$ cat src/rtl/tmds_encoder_if.sv
// Pixel-side bundle of one TMDS channel encoder: colour byte, data enable,
// control bits in and the 10-bit symbol out.
interface tmds_encoder_if;
    logic [7:0] i_data;
    logic       i_de;
    logic [1:0] i_ctrl;
    logic [9:0] o_tmds;

    modport master (output i_data, i_de, i_ctrl, input o_tmds);
    modport slave  (input i_data, i_de, i_ctrl, output o_tmds);
endinterface

$ cat src/rtl/tmds_encoder.sv
// DVI/HDMI TMDS 8b/10b channel encoder: stage 1 builds the transition-minimised
// word, stage 2 balances DC disparity or emits a control token during blanking.
module tmds_encoder (
    input logic           clk,
    input logic           rst,
    tmds_encoder_if.slave bus
);
    localparam logic [9:0] CTRL_00 = 10'b1101010100;
    localparam logic [9:0] CTRL_01 = 10'b0010101011;
    localparam logic [9:0] CTRL_10 = 10'b0101010100;
    localparam logic [9:0] CTRL_11 = 10'b1010101011;

    function automatic logic [3:0] ones8(input logic [7:0] v);
        ones8 = 4'd0;
        for (int i = 0; i < 8; i++) ones8 = ones8 + {3'b000, v[i]};
    endfunction

    // Bit 8 records the chosen path (1 = XOR) so the decoder can undo it.
    function automatic logic [8:0] minimise(input logic [7:0] d);
        logic [3:0] n;
        logic       xnor_path;
        logic [8:0] q;
        n         = ones8(d);
        xnor_path = (n > 4'd4) || ((n == 4'd4) && !d[0]);
        q[0]      = d[0];
        for (int i = 1; i < 8; i++)
            q[i] = xnor_path ? ~(q[i-1] ^ d[i]) : (q[i-1] ^ d[i]);
        q[8] = ~xnor_path;
        return q;
    endfunction

    // ---------------- stage 1 ----------------
    logic [8:0] qm_d;
    logic [3:0] qm_ones_d;

    always_comb begin
        qm_d      = minimise(bus.i_data);
        qm_ones_d = ones8(qm_d[7:0]);
    end

    logic       de_q;
    logic [1:0] ctrl_q;
    logic [8:0] qm_q;
    logic [3:0] n1_q;
    logic [3:0] n0_q;

    // NOTE: sequential state uses non-blocking assignments so every register
    // samples pre-edge values regardless of block evaluation order.
    always_ff @(posedge clk) begin
        if (rst) begin
            de_q   <= 1'b0;
            ctrl_q <= 2'b00;
            qm_q   <= 9'd0;
            n1_q   <= 4'd0;
            n0_q   <= 4'd0;
        end else begin
            de_q   <= bus.i_de;
            ctrl_q <= bus.i_ctrl;
            qm_q   <= qm_d;
            n1_q   <= qm_ones_d;
            n0_q   <= 4'd8 - qm_ones_d;
        end
    end

    // ---------------- stage 2 ----------------
    logic signed [4:0] cnt;
    logic signed [4:0] cnt_next;
    logic signed [4:0] diff;
    logic [9:0]        tmds_q;
    logic [9:0]        tmds_next;

    // NOTE: every output of this block gets a default first so no path
    // through the branches can infer a latch.
    always_comb begin
        tmds_next = CTRL_00;
        cnt_next  = 5'sd0;
        diff      = signed'({1'b0, n1_q}) - signed'({1'b0, n0_q});
        if (de_q) begin
            if ((cnt == 5'sd0) || (n1_q == n0_q)) begin
                tmds_next = {~qm_q[8], qm_q[8], qm_q[8] ? qm_q[7:0] : ~qm_q[7:0]};
                cnt_next  = qm_q[8] ? (cnt + diff) : (cnt - diff);
            end else if ((!cnt[4] && (n1_q > n0_q)) || (cnt[4] && (n0_q > n1_q))) begin
                // Already leaning the same way as this word: invert to pull back.
                tmds_next = {1'b1, qm_q[8], ~qm_q[7:0]};
                cnt_next  = cnt + signed'({3'b000, qm_q[8], 1'b0}) - diff;
            end else begin
                tmds_next = {1'b0, qm_q[8], qm_q[7:0]};
                cnt_next  = cnt - signed'({3'b000, ~qm_q[8], 1'b0}) + diff;
            end
        end else begin
            case (ctrl_q)
                2'b00:   tmds_next = CTRL_00;
                2'b01:   tmds_next = CTRL_01;
                2'b10:   tmds_next = CTRL_10;
                default: tmds_next = CTRL_11;
            endcase
        end
    end

    always_ff @(posedge clk) begin
        if (rst) begin
            cnt    <= 5'sd0;
            tmds_q <= CTRL_00;
        end else begin
            cnt    <= cnt_next;
            tmds_q <= tmds_next;
        end
    end

    assign bus.o_tmds = tmds_q;
endmodule

$ cat src/flat_wrapper.sv
// flat-port wrapper written by rule: the top's interface ports become plain ports
module tmds_encoder_flat 
  (clk, rst, bus_i_data, bus_i_de, bus_i_ctrl, bus_o_tmds);
  tmds_encoder_if bus_i ();
  input logic clk;
  input logic rst;
  input wire logic [$bits(bus_i.i_data)-1:0] bus_i_data;
  input wire logic [$bits(bus_i.i_de)-1:0] bus_i_de;
  input wire logic [$bits(bus_i.i_ctrl)-1:0] bus_i_ctrl;
  output wire logic [$bits(bus_i.o_tmds)-1:0] bus_o_tmds;
  assign bus_i.i_data = bus_i_data;
  assign bus_i.i_de = bus_i_de;
  assign bus_i.i_ctrl = bus_i_ctrl;
  assign bus_o_tmds = bus_i.o_tmds;
  tmds_encoder u_core (.clk(clk), .rst(rst), .bus(bus_i));
endmodule
$ cat config.mk
export PLATFORM = sky130hd
export DESIGN_NAME = tmds_encoder_flat
export DESIGN_NICKNAME = d
export VERILOG_FILES = /design/src/rtl/tmds_encoder_if.sv /design/src/rtl/tmds_encoder.sv /design/src/flat_wrapper.sv
export SDC_FILE = /design/constraint.sdc
export NUM_CORES = 1
export LEC_CHECK = 0
export ABC_AREA = 1
export CORE_ASPECT_RATIO = 0.75
export CORE_MARGIN = 3
export CORE_UTILIZATION = 58
export DETAILED_ROUTE_END_ITERATION = 10
export GPL_TIMING_DRIVEN = 0
export PLACE_DENSITY = 0.77
export SYNTH_ARGS = -nofsm -noshare
export SYNTH_HDL_FRONTEND = slang
export SYNTH_SLANG_ARGS = --single-unit
$ cat constraint.sdc
create_clock -name clk -period 7.4 [get_ports clk]
set_input_delay 1.48 -clock clk [delete_from_list [all_inputs] [get_ports clk]]
set_output_delay 1.48 -clock clk [all_outputs]
set_load 0.1 [all_outputs]
==> results summary, run 1 <==
The number of levels in the clock H-tree is 2. The worst register-to-register path ends at u_core.cnt[4]$_SDFF_PP0_. The global-route wire length before repair came out at 8200 µm. The number of antenna diodes in the final layout is 0. The library cells used most frequently in the layout, excluding fill and tap cells, are 63 x sky130_fd_sc_hd__inv_1, 46 x sky130_fd_sc_hd__nand2_1, 33 x sky130_fd_sc_hd__dfxtp_1. The clock edge transition at the registers on the reported setup and hold paths came out at 0.07 ns. Of all cell types, the one taking the most synthesized area is sky130_fd_sc_hd__dfxtp_1. The worst hold margin came out at 0.433 ns. The element type at the critical path end is a flip-flop. The library cell used most frequently in the layout, excluding fill and tap cells, is sky130_fd_sc_hd__inv_1. In this run, distinct cell masters in the synthesized netlist total 29.

After routing, the total negative slack on setup checks comes to 0 ns. The number of placed instances, taps included is 387. The initial antenna violation count is 0. The violation count after the first detailed-routing iteration came out at 74.

The area growth from synthesis to final layout is 19.1%. At the later pin of the worst-skew pair, clock insertion delay measures 0.29 ns. STA classifies the critical path startpoint as an input pin. Setup violations remaining at the end of the flow were counted as 0. The area of the placeable core came out at 3870 µm². The worst register-to-register path begins at u_core.n0_q[1]$_SDFF_PP0_. The post-synth net total is 369. The number of nets in the finished design is 400.

After detailed routing, the number of vias per cell comes to 4.87. Max-cap violations in this run came to 0. After synthesis, the cell types taking the most area are sky130_fd_sc_hd__dfxtp_1 27%, sky130_fd_sc_hd__ha_1 15%, sky130_fd_sc_hd__fa_1 11%. The final worst clock skew came out at 0.0105 ns.

The initial cell density of the core came out at 0.638. In this run the worst hold path is classified as flip-flop to flip-flop. Once detail routing completed, the nets flagged for antenna violations numbered 0.

The maximum clock path buffer count came out at 2. The area of the multi-input gates came out at 1580 µm². The half-perimeter wire length after detailed placement is 3700 µm.

The flop-to-flop setup slack is 4.54 ns. The detailed-route via count came out at 1,934. In the final layout, the share of cells above drive strength 1 is 0.122. The maximum operating frequency came out at 0.139 GHz. The floorplan step set the die height to 62.6 µm. The final number of max-transition violations came out at 0. The netlist area before placement is 2470 µm².

The worst max-slew margin expressed relative to the limit is 0.346. The first-pass detailed-route iteration total came out at 4. The area taken by flip-flops and latches came out at 661 µm².

Setup repair after global routing could not meet its margin everywhere. For this run, the total global-route usage over all layers was measured as 0.205. The via count of the first global-routing pass is 1,851. The setup path with the least slack is of type input pin to flip-flop. TritonCTS built the clock tree.

The clock sink count is 33. The number of hold-slack violations in the final timing report came out at 0. The total overflow reported by the global router is 0.

In this run the tool buffered the top-level ports with 22 buffer cells. The number of clock buffers added by TritonCTS is 5. The number of placement rows is 19. The worst path needs 7.19 ns of the cycle, external delays included.

In this run the mean area of a mapped cell was 7.90 µm². The final routed DRC violation total came out at 0. The routed wirelength normalized by instance count is 11.7 µm.

The end-of-flow core utilization came out at 0.760. The cell depth of the worst min-delay path came out at 2. The library cell used as clock root buffer is sky130_fd_sc_hd__clkbuf_8. Entering global routing, the biggest net connects 12 pins. The routability-driven placement congestion ratio came out at 0.873. Counting cells, the worst reg-to-reg path comes to 18. At the pin with the least slew margin, the transition time is 0.979 ns. The sequential element share of the synthesized area is 0.267.

The I/O pin count is 23. The share of the synthesized area in the top cell type is 0.267. Counting the fill cells in the layout gives 288. The final critical-path share of the clock period is 0.971. The total die area came out at 5090 µm².

The top fanout value on the critical path came out at 3. The data arrival time of the critical path came out at 7.35 ns. The run finished with clean final reports. The data required time at the worst endpoint came out at 7.57 ns.

The post-detailed-routing wire length came out at 4640 µm. The count of warnings emitted by yosys is 0. The synthesized flop and latch total is 33. The count of placed standard cells in the final layout, fillers left out is 397. The number of standard cells after synthesis came out at 313. The die is 81.4 µm wide.
routing by layer:
metal | track usage | share of wire | vias up
met5 | 0 | 0 | -
met4 | 0.0316 | 0.0041 | 0
met3 | 0.0562 | 0.057 | 2
met2 | 0.306 | 0.42 | 34
met1 | 0.300 | 0.52 | 865
li1 | - | - | 1033
synth_stat cells:
cell,number
sky130_fd_sc_hd__nand3_1,26
sky130_fd_sc_hd__xor2_1,7
sky130_fd_sc_hd__ha_1,30
sky130_fd_sc_hd__o211ai_1,1
sky130_fd_sc_hd__nand3_2,1
sky130_fd_sc_hd__dfxtp_1,33
sky130_fd_sc_hd__o21ai_1,2
sky130_fd_sc_hd__a21oi_1,15
sky130_fd_sc_hd__nand3_4,2
sky130_fd_sc_hd__nor2_1,22
sky130_fd_sc_hd__buf_2,1
sky130_fd_sc_hd__inv_1,63
sky130_fd_sc_hd__or2_2,1
sky130_fd_sc_hd__fa_1,13
sky130_fd_sc_hd__inv_2,4
sky130_fd_sc_hd__nand2_1,47
sky130_fd_sc_hd__nand2_2,13
sky130_fd_sc_hd__and2_1,1
sky130_fd_sc_hd__nor2_2,1
sky130_fd_sc_hd__o21ai_0,8
sky130_fd_sc_hd__nand3b_1,3
sky130_fd_sc_hd__o31ai_1,2
sky130_fd_sc_hd__xnor2_1,7
sky130_fd_sc_hd__a31oi_1,1
sky130_fd_sc_hd__xor2_2,1
sky130_fd_sc_hd__nand4_2,2
sky130_fd_sc_hd__clkbuf_1,2
sky130_fd_sc_hd__nand4_1,3
sky130_fd_sc_hd__nand2_8,1
what timing repair did:
item                                    4_1_cts  5_1_grt
gates resized for setup                       3        4
hold buffers                                  0        0
setup buffers                                 0        2
endpoints found under the setup margin        1        3
pin swaps                                     0        1
gates cloned                                  0        0
hold endpoints to repair                      0        0
cells by family (layout without fill, tap and decap cells):
group | after synthesis | count (layout) | share of synthesized area
buffers and inverters | 70 | 102 | 0.107
AO/OA/AOI/OAI | 29 | 29 | 0.0622
XOR/XNOR | 15 | 15 | 0.0561
flip-flops | 33 | 33 | 0.267
adder cells (fa/ha/maj) | 43 | 43 | 0.257
AND/OR/NAND/NOR | 123 | 123 | 0.251
stage by stage:
stage | cell area [µm²] | worst slack, ns
global placement | 2760 | -0.254
detailed placement | 2760 | -0.320
floorplan | 2470 | 0.513
CTS | 2920 | 0.0393
global route | 2950 | -0.0287
finish | 2950 | 0.215
sequential cells by signal, indices dropped and copies added, names as in the netlist, named ones only:
| register | cells |
|---|---|
| u_core.bus.o_tmds | 10 |
| u_core.n1_q | 3 |
| u_core.n0_q | 3 |
| u_core.cnt | 4 |
| u_core.ctrl_q | 2 |
| u_core.de_q | 1 |
| u_core.qm_q | 9 |
area by class of cell:
cell class,count,area share
Inverter,67,0.0854
Timing Repair Buffer,24,0.0807
Tap cell,52,0.0221
Clock buffer,5,0.0234
Multi-Input combinational cell,210,0.538
Sequential cell,33,0.224
Clock inverter,3,0.0221
Buffer,3,0.00425
how the worst max path moves through the flow:
stage	start	slack [ns]	cells after the start	to
floorplan	bus_i_data[0]	0.51	21	u_core.n0_q[2]$_SDFF_PP0_
global placement	bus_i_data[0]	-0.25	22	u_core.n0_q[2]$_SDFF_PP0_
detailed placement	bus_i_data[0]	-0.32	22	u_core.n0_q[2]$_SDFF_PP0_
CTS	bus_i_data[0]	0.04	22	u_core.n0_q[2]$_SDFF_PP0_
global route	bus_i_data[1]	-0.03	22	u_core.n0_q[2]$_SDFF_PP0_
finish	bus_i_data[1]	0.21	22	u_core.n0_q[2]$_SDFF_PP0_
critical path, stage by stage:
cell                              delay (ns)
sky130_fd_sc_hd__clkdlybuf4s50_1        0.44
sky130_fd_sc_hd__ha_4                   0.31
sky130_fd_sc_hd__inv_1                  0.05
sky130_fd_sc_hd__fa_1                   0.46
sky130_fd_sc_hd__fa_1                   0.49
sky130_fd_sc_hd__inv_1                  0.05
sky130_fd_sc_hd__fa_1                   0.40
sky130_fd_sc_hd__fa_1                   0.45
sky130_fd_sc_hd__o31ai_2                0.27
sky130_fd_sc_hd__nand2_2                0.13
sky130_fd_sc_hd__xor2_2                 0.18
sky130_fd_sc_hd__ha_1                   0.28
sky130_fd_sc_hd__inv_1                  0.05
sky130_fd_sc_hd__fa_1                   0.44
sky130_fd_sc_hd__fa_1                   0.50
sky130_fd_sc_hd__inv_1                  0.05
sky130_fd_sc_hd__fa_1                   0.39
sky130_fd_sc_hd__inv_1                  0.08
sky130_fd_sc_hd__fa_1                   0.45
sky130_fd_sc_hd__ha_1                   0.23
sky130_fd_sc_hd__o21ai_1                0.13
sky130_fd_sc_hd__a21oi_1                0.05
Power of run 1 is left out: the tool's default activity adds up to more than one toggle a clock period on the data nets, which glitch-free logic cannot reach.
==> run 2, diff against run 1 <==
- PLACE_DENSITY: 0.77 -> not set
- PLACE_DENSITY_LB_ADDON: not set -> 0.25
==> run 2 against run 1 <==
Effect of this change: maximum frequency hardly changed; critical endpoint unchanged; core utilization is 1.5 points lower; hold slack better by 0.025 ns; first-iteration DRC count is 19% higher; clock skew is 0.0017 ns lower; critical path depth stayed put; sequential share of layout area is 0.44 points higher; critical path type unchanged.
==> results summary, run 2 (synthesized netlist as in run 1, its figures left out) <==
The area growth from synthesis to final layout came out at 16.8%. The total die area came out at 5090 µm². The number of clock buffers added by TritonCTS is 5. The antenna violation net count after detailed routing came out at 0. For the final database, setup skew stands at 0.00882 ns. The critical path starts at bus_i_data[1]. The count of endpoints failing setup in the final report is 0. The class of the most critical setup path is input pin to flip-flop. The floorplan die height is 62.6 µm. The worst setup path is launched from an input pin. In the layout the commonest cells are 63 x sky130_fd_sc_hd__inv_1, 46 x sky130_fd_sc_hd__nand2_1, 33 x sky130_fd_sc_hd__dfxtp_1. After clock tree synthesis, the clock-pin slew on the worst setup and hold paths is 0.07 ns. The half-perimeter wire length after detailed placement came out at 3930 µm.

The end-of-flow core utilization is 0.746. The top fanout value on the critical path is 3. The total overflow reported by the global router is 0. The worst max-slew margin expressed relative to the limit came out at 0.348.

The post-detailed-routing wire length is 4880 µm. The worst setup path is captured at a flip-flop. The initial antenna violation count came out at 0. The routability-driven placement congestion ratio came out at 0.896. The library cell used most frequently in the layout, excluding fill and tap cells, is sky130_fd_sc_hd__inv_1. The area of the multi-input gates came out at 1580 µm².

For the pin with the worst max-slew slack, the measured transition is 0.975 ns. The final routed DRC violation total came out at 0. 23 I/O pins were placed.

Data on the critical path arrives at its endpoint at 7.34 ns. The worst register-to-register path begins at u_core.n0_q[2]$_SDFF_PP0_. Across every metal layer, demand over resource in global routing totals 0.213. The repair_antennas step left the layout with diodes totalling 0. The via count of the first global-routing pass came to 1,911. TritonCTS built the clock tree. The initial cell density of the core came out at 0.638. The final number of max-transition violations was 0. The clock network latency to the later pin of the worst-skew pair is 0.28 ns. The layout has 290 filler cells. The share of layout cells above drive strength 1 came out at 0.122.

The clock sink count came out at 33. During placement, the flow inserted port buffers numbering 22. The violation count after the first detailed-routing iteration came out at 88. The number of vias per cell after detailed routing is 5.01. CTS built an H-tree with a depth of 2. The time the worst path needs with I/O delays and setup is 7.18 ns. The area of the placeable core came out at 3870 µm².

The detailed-route via count came out at 1,990. The area taken by flip-flops and latches came out at 661 µm². The min-delay analysis places its worst path in the category flip-flop to flip-flop. The data required time at the worst endpoint is 7.56 ns. The max-capacitance violation count is 0.

The register with the most flip-flops in the layout has 10 of them. The root buffer cell chosen for the clock tree is sky130_fd_sc_hd__clkbuf_8. The number of hold-slack violations in the final timing report came out at 0.

Entering global routing, the biggest net connects 12 pins. The maximum clock path buffer count came out at 2. The final critical-path share of the clock period came out at 0.970.

In this run the core area contains 19 standard-cell rows. The routed wirelength normalized by instance count is 12.3 µm. The first-pass detailed-route iteration total came out at 4. The global-route wire length before repair came out at 8510 µm. Timing would allow up to 0.139 GHz. The number of nets in the finished design is 400. The die outline width came out at 81.4 µm.

The flow ran to the end, and the final reports show no timing, DRC or antenna violations.
run 2: changes by cell type in the layout (fill, tap and decap cells not counted), sizes merged:
cell	before	now
bufinv	2	0
clkinv	1	2
clkinvlp	0	1
dlygate4sd2	0	1
dlymetal6s2s	1	0
run 2: through the flow:
step / TNS (ns) / area [µm²] / hold slack (ns) / worst slack, ns / instances
2_1_floorplan: 0 / 2470 / 0.409 / 0.513 / 313
3_3_place_gp: -0.528 / 2760 / 0.414 / -0.229 / 387
3_5_place_dp: -1.23 / 2760 / 0.451 / -0.419 / 387
4_1_cts: 0 / 2870 / 0.461 / 0.0767 / 395
5_1_grt: -0.101 / 2890 / 0.465 / -0.0520 / 397
6_report: 0 / 2890 / 0.458 / 0.221 / 397
run 2: final timing paths:
check                                                  to  slack [ns]  cells past startpoint
worst max-delay path            u_core.n0_q[2]$_SDFF_PP0_        0.22                     22
worst min-delay path                            flip-flop        0.46                      2
worst max register to register   u_core.cnt[4]$_SDFF_PP0_        4.55                     13
worst min register to register                  flip-flop        0.46                      2
run 2: repair_timing:
action | CTS | global route
buffers inserted | 0 | 2
pin swaps | 1 | 3
endpoints found under the setup margin | 3 | 3
resized for setup | 4 | 2
endpoints found under the hold margin | 0 | 0
hold buffers | 0 | 0
run 2: metal layers:
| layer | up-vias | part of all wire | track usage |
|---|---|---|---|
| met1 | 893 | 0.49 | 0.299 |
| met2 | 56 | 0.44 | 0.325 |
| met3 | 6 | 0.059 | 0.0620 |
| met4 | 0 | 0.010 | 0.0443 |
| li1 | 1035 | - | - |
| met5 | - | 0 | 0 |
run 2: worst max-delay path, cell delays in order:
cell	delay, ns
sky130_fd_sc_hd__clkdlybuf4s50_1	0.44
sky130_fd_sc_hd__ha_4	0.31
sky130_fd_sc_hd__inv_1	0.05
sky130_fd_sc_hd__fa_1	0.45
sky130_fd_sc_hd__fa_1	0.51
sky130_fd_sc_hd__inv_1	0.07
sky130_fd_sc_hd__fa_2	0.35
sky130_fd_sc_hd__fa_1	0.47
sky130_fd_sc_hd__o31ai_2	0.21
sky130_fd_sc_hd__nand2_2	0.12
sky130_fd_sc_hd__xor2_2	0.20
sky130_fd_sc_hd__ha_1	0.28
sky130_fd_sc_hd__inv_1	0.05
sky130_fd_sc_hd__fa_1	0.45
sky130_fd_sc_hd__fa_1	0.49
sky130_fd_sc_hd__inv_1	0.05
sky130_fd_sc_hd__fa_1	0.39
sky130_fd_sc_hd__inv_1	0.09
sky130_fd_sc_hd__fa_1	0.45
sky130_fd_sc_hd__ha_1	0.23
sky130_fd_sc_hd__o21ai_0	0.15
sky130_fd_sc_hd__a21oi_1	0.05
run 2: final cells by class:
| class | instances | share of cell area |
|---|---|---|
| Buffer | 3 | 0.00433 |
| Timing Repair Buffer | 24 | 0.0810 |
| Clock buffer | 5 | 0.0238 |
| Tap cell | 52 | 0.0225 |
| Inverter | 67 | 0.0871 |
| Multi-Input combinational cell | 210 | 0.547 |
| Sequential cell | 33 | 0.229 |
| Clock inverter | 3 | 0.00606 |
Power of run 2 is left out for the same reason.
==> run 3, diff against run 2 <==
- CORE_MARGIN: 3 -> 2
==> run 3 against run 2 <==
Effect of this change: register-to-register slack improved by 0.05 ns; clock-buffer cell count stayed put; die area down 5.6%; highest routed layer unchanged; setup slack got worse by 0.014 ns; critical path depth unchanged.
==> results summary, run 3 (synthesized netlist as in run 1, its figures left out) <==
The flow ran to the end, and the final reports show no timing, DRC or antenna violations. The number of levels in the clock H-tree came out at 2. Measured against its own limit, the worst slew margin works out to 0.356. For this run, the share of the core covered by cells in the final layout is 0.726. The delay of the slowest cell on the worst path came out at 0.50 ns. For this design, the slowest cell found on the critical path is sky130_fd_sc_hd__fa_1. The clock network latency to the later pin of the worst-skew pair is 0.28 ns. The final number of max-transition violations is 0.

For the pin with the worst max-slew slack, the measured transition is 0.963 ns. The worst setup path is of the input pin to flip-flop kind. The count of hold buffers inserted by post-cts repair came out at 0. The worst-case reg-to-reg path depth is 17.

The worst register-to-register path has a setup slack of 4.60 ns. The time the worst path needs with I/O delays and setup came out at 7.19 ns. The final antenna diode count came out at 0. After routing the design area is 2960 µm². The total overflow reported by the global router came out at 0.

The detailed-route via count came out at 2,036. The initial antenna violation count is 0. STA classifies the critical path endpoint as a flip-flop. The via count of the first global-routing pass is 1,838. The die outline width is 79.4 µm. The signal on the critical path passes through clkdlybuf4s50_1 -> ha_4 -> inv_1 -> fa_1 -> fa_1 -> inv_1 -> fa_2 -> fa_1 -> o31ai_2 -> nand2_2 -> xor2_2 -> ha_1 -> inv_1 -> fa_1 -> fa_1 -> inv_1 -> fa_1 -> inv_1 -> fa_1 -> ha_1 -> o21ai_0 -> a21oi_1. Counting buffers and inverters, the worst setup path is 22 cells deep.

The number of buffer and inverter instances along the worst setup path came out at 6. The floorplan step defined a core boundary enclosing 4080 µm². TritonCTS built the clock tree. The post-detailed-routing wire length came out at 4860 µm. The clock sink count came out at 33. The minimum setup slack in the final design came out at 0.207 ns.

Measured along the y axis, the die boundary spans 60.6 µm. The final routed DRC violation total came out at 0. In this run the cell area measured after placement is 2760 µm². Along the worst path, the maximum fanout reaches 3. Dividing the final minimum period by the clock period gives 0.972.

The number of vias per cell after detailed routing is 5.06. The maximum number of pins on one net before global-route repair is 12. Leaving out fill and tap cells, the most frequent cells in the layout are 63 x sky130_fd_sc_hd__inv_1, 46 x sky130_fd_sc_hd__nand2_1, 33 x sky130_fd_sc_hd__dfxtp_1. The worst hold path belongs to the class flip-flop to flip-flop. The library cell used most frequently in the layout, excluding fill and tap cells, is sky130_fd_sc_hd__inv_1. The initial cell density of the core came out at 0.606. The library cell appearing most often on the critical path is sky130_fd_sc_hd__fa_1. The aggregate negative setup slack came out at 0 ns. The count of endpoints failing setup in the final report came out at 0. Clock skew on the completed layout was measured at 0.00862 ns. STA puts the critical path data required time at 7.57 ns. After detailed routing, the average wire length per cell comes to 12.1 µm. The floorplan has 20 rows. The TritonCTS buffer count came out at 5.

No sink is reached through more buffers than the 2 on the longest clock path. The number of nets in the finished design is 402. The violation count after the first detailed-routing iteration is 86. The worst setup path endpoint is u_core.n0_q[2]$_SDFF_PP0_.

In this run the critical register-to-register path is launched from u_core.n0_q[1]$_SDFF_PP0_. Across the run, the number of max-cap violations was 0. After legalization and detailed placement, the total HPWL measured 3930 µm. The kind of cell with the highest combined delay along the critical path is adder cells. The maximum operating frequency is 0.139 GHz.

After clock tree synthesis, the clock-pin slew on the worst setup and hold paths is 0.07 ns. The I/O pin count came out at 23. The pre-antenna-repair detailed-routing pass consisted of 4 iterations. The count of input and output buffers is 22. The total die area came out at 4810 µm². STA classifies the critical path startpoint as an input pin.

The number of hold-slack violations in the final timing report came out at 0. The global-route wire length before repair came out at 8070 µm. The area growth from synthesis to final layout came out at 19.8%. The flip-flop count of the largest register, all copies and words added came out at 10.

The total track usage is 0.220. The worst setup timing slack at the placement stage is -0.438 ns. The routability-driven placement congestion ratio is 0.828.

The share of layout cells above drive strength 1 is 0.130. The data arrival time of the critical path came out at 7.36 ns. The most critical setup path has its startpoint at bus_i_data[1]. The endpoint identified for the worst register-to-register timing path is u_core.cnt[4]$_SDFF_PP0_. The library cell used as clock root buffer is sky130_fd_sc_hd__clkbuf_8. Once detail routing completed, the nets flagged for antenna violations numbered 0.
run 3: changes by cell type in the layout (fill, tap and decap cells not counted):
cell / previous run / this run
sky130_fd_sc_hd__clkinvlp_4: 1 / 0
sky130_fd_sc_hd__bufinv_16: 0 / 2
sky130_fd_sc_hd__clkinv_2: 2 / 1
sky130_fd_sc_hd__xor2_1: 6 / 5
sky130_fd_sc_hd__buf_4: 2 / 4
sky130_fd_sc_hd__xor2_2: 2 / 3
run 3: cell type report:
| cell class | count | area (µm²) |
|---|---|---|
| buffer | 3 | 12.5 |
| inverter | 67 | 251 |
| sequential | 33 | 661 |
| multi-input combinational | 210 | 1590 |
| fill | 319 | 1120 |
| clock buffer | 5 | 68.8 |
| tap | 55 | 68.8 |
| clock inverter | 3 | 65.1 |
| timing repair buffer | 26 | 249 |
run 3: what timing repair did:
action	CTS	global route
resized for setup	4	3
endpoints found under the hold margin	0	0
pin swaps	1	4
setup endpoints to repair	3	3
setup buffers	0	4
run 3: stage by stage:
| step | hold WS, ns | std cells |
|---|---|---|
| finish | 0.440 | 402 |
| global route | 0.467 | 402 |
| CTS | 0.448 | 398 |
| detailed placement | 0.437 | 390 |
| global placement | 0.414 | 390 |
| floorplan | 0.409 | 313 |
run 3: metal layers:
layer  vias to the layer above  part of all wire  global-route usage
li1                       1040                 -                   -
met1                       949              0.48               0.305
met2                        40              0.47               0.352
met3                         7             0.045              0.0446
met4                         0            0.0093              0.0665
met5                         -                 0                   0
run 3: worst min path at each step:
| stage | slack, ns | cells past startpoint | to | startpoint |
|---|---|---|---|---|
| floorplan | 0.41 | 2 | flip-flop | flip-flop |
| global placement | 0.41 | 2 | flip-flop | flip-flop |
| detailed placement | 0.44 | 2 | flip-flop | flip-flop |
| CTS | 0.45 | 2 | flip-flop | flip-flop |
| global route | 0.47 | 2 | flip-flop | flip-flop |
| finish | 0.44 | 2 | flip-flop | flip-flop |
run 3: worst reg2reg max path: stages, from the launching register on:
cell	delay [ns]
sky130_fd_sc_hd__dfxtp_1	0.33
sky130_fd_sc_hd__inv_1	0.04
sky130_fd_sc_hd__ha_1	0.44
sky130_fd_sc_hd__nand2_1	0.11
sky130_fd_sc_hd__nand4_1	0.10
sky130_fd_sc_hd__nand2_1	0.16
sky130_fd_sc_hd__ha_1	0.33
sky130_fd_sc_hd__inv_1	0.06
sky130_fd_sc_hd__ha_1	0.34
sky130_fd_sc_hd__a21oi_1	0.19
sky130_fd_sc_hd__nand3b_1	0.10
sky130_fd_sc_hd__nand2_1	0.08
sky130_fd_sc_hd__inv_1	0.05
sky130_fd_sc_hd__nand2_1	0.08
sky130_fd_sc_hd__nand2_1	0.05
sky130_fd_sc_hd__nand2_1	0.06
sky130_fd_sc_hd__nand3_1	0.07
sky130_fd_sc_hd__a21oi_1	0.14
Power of run 3 is left out for the same reason.
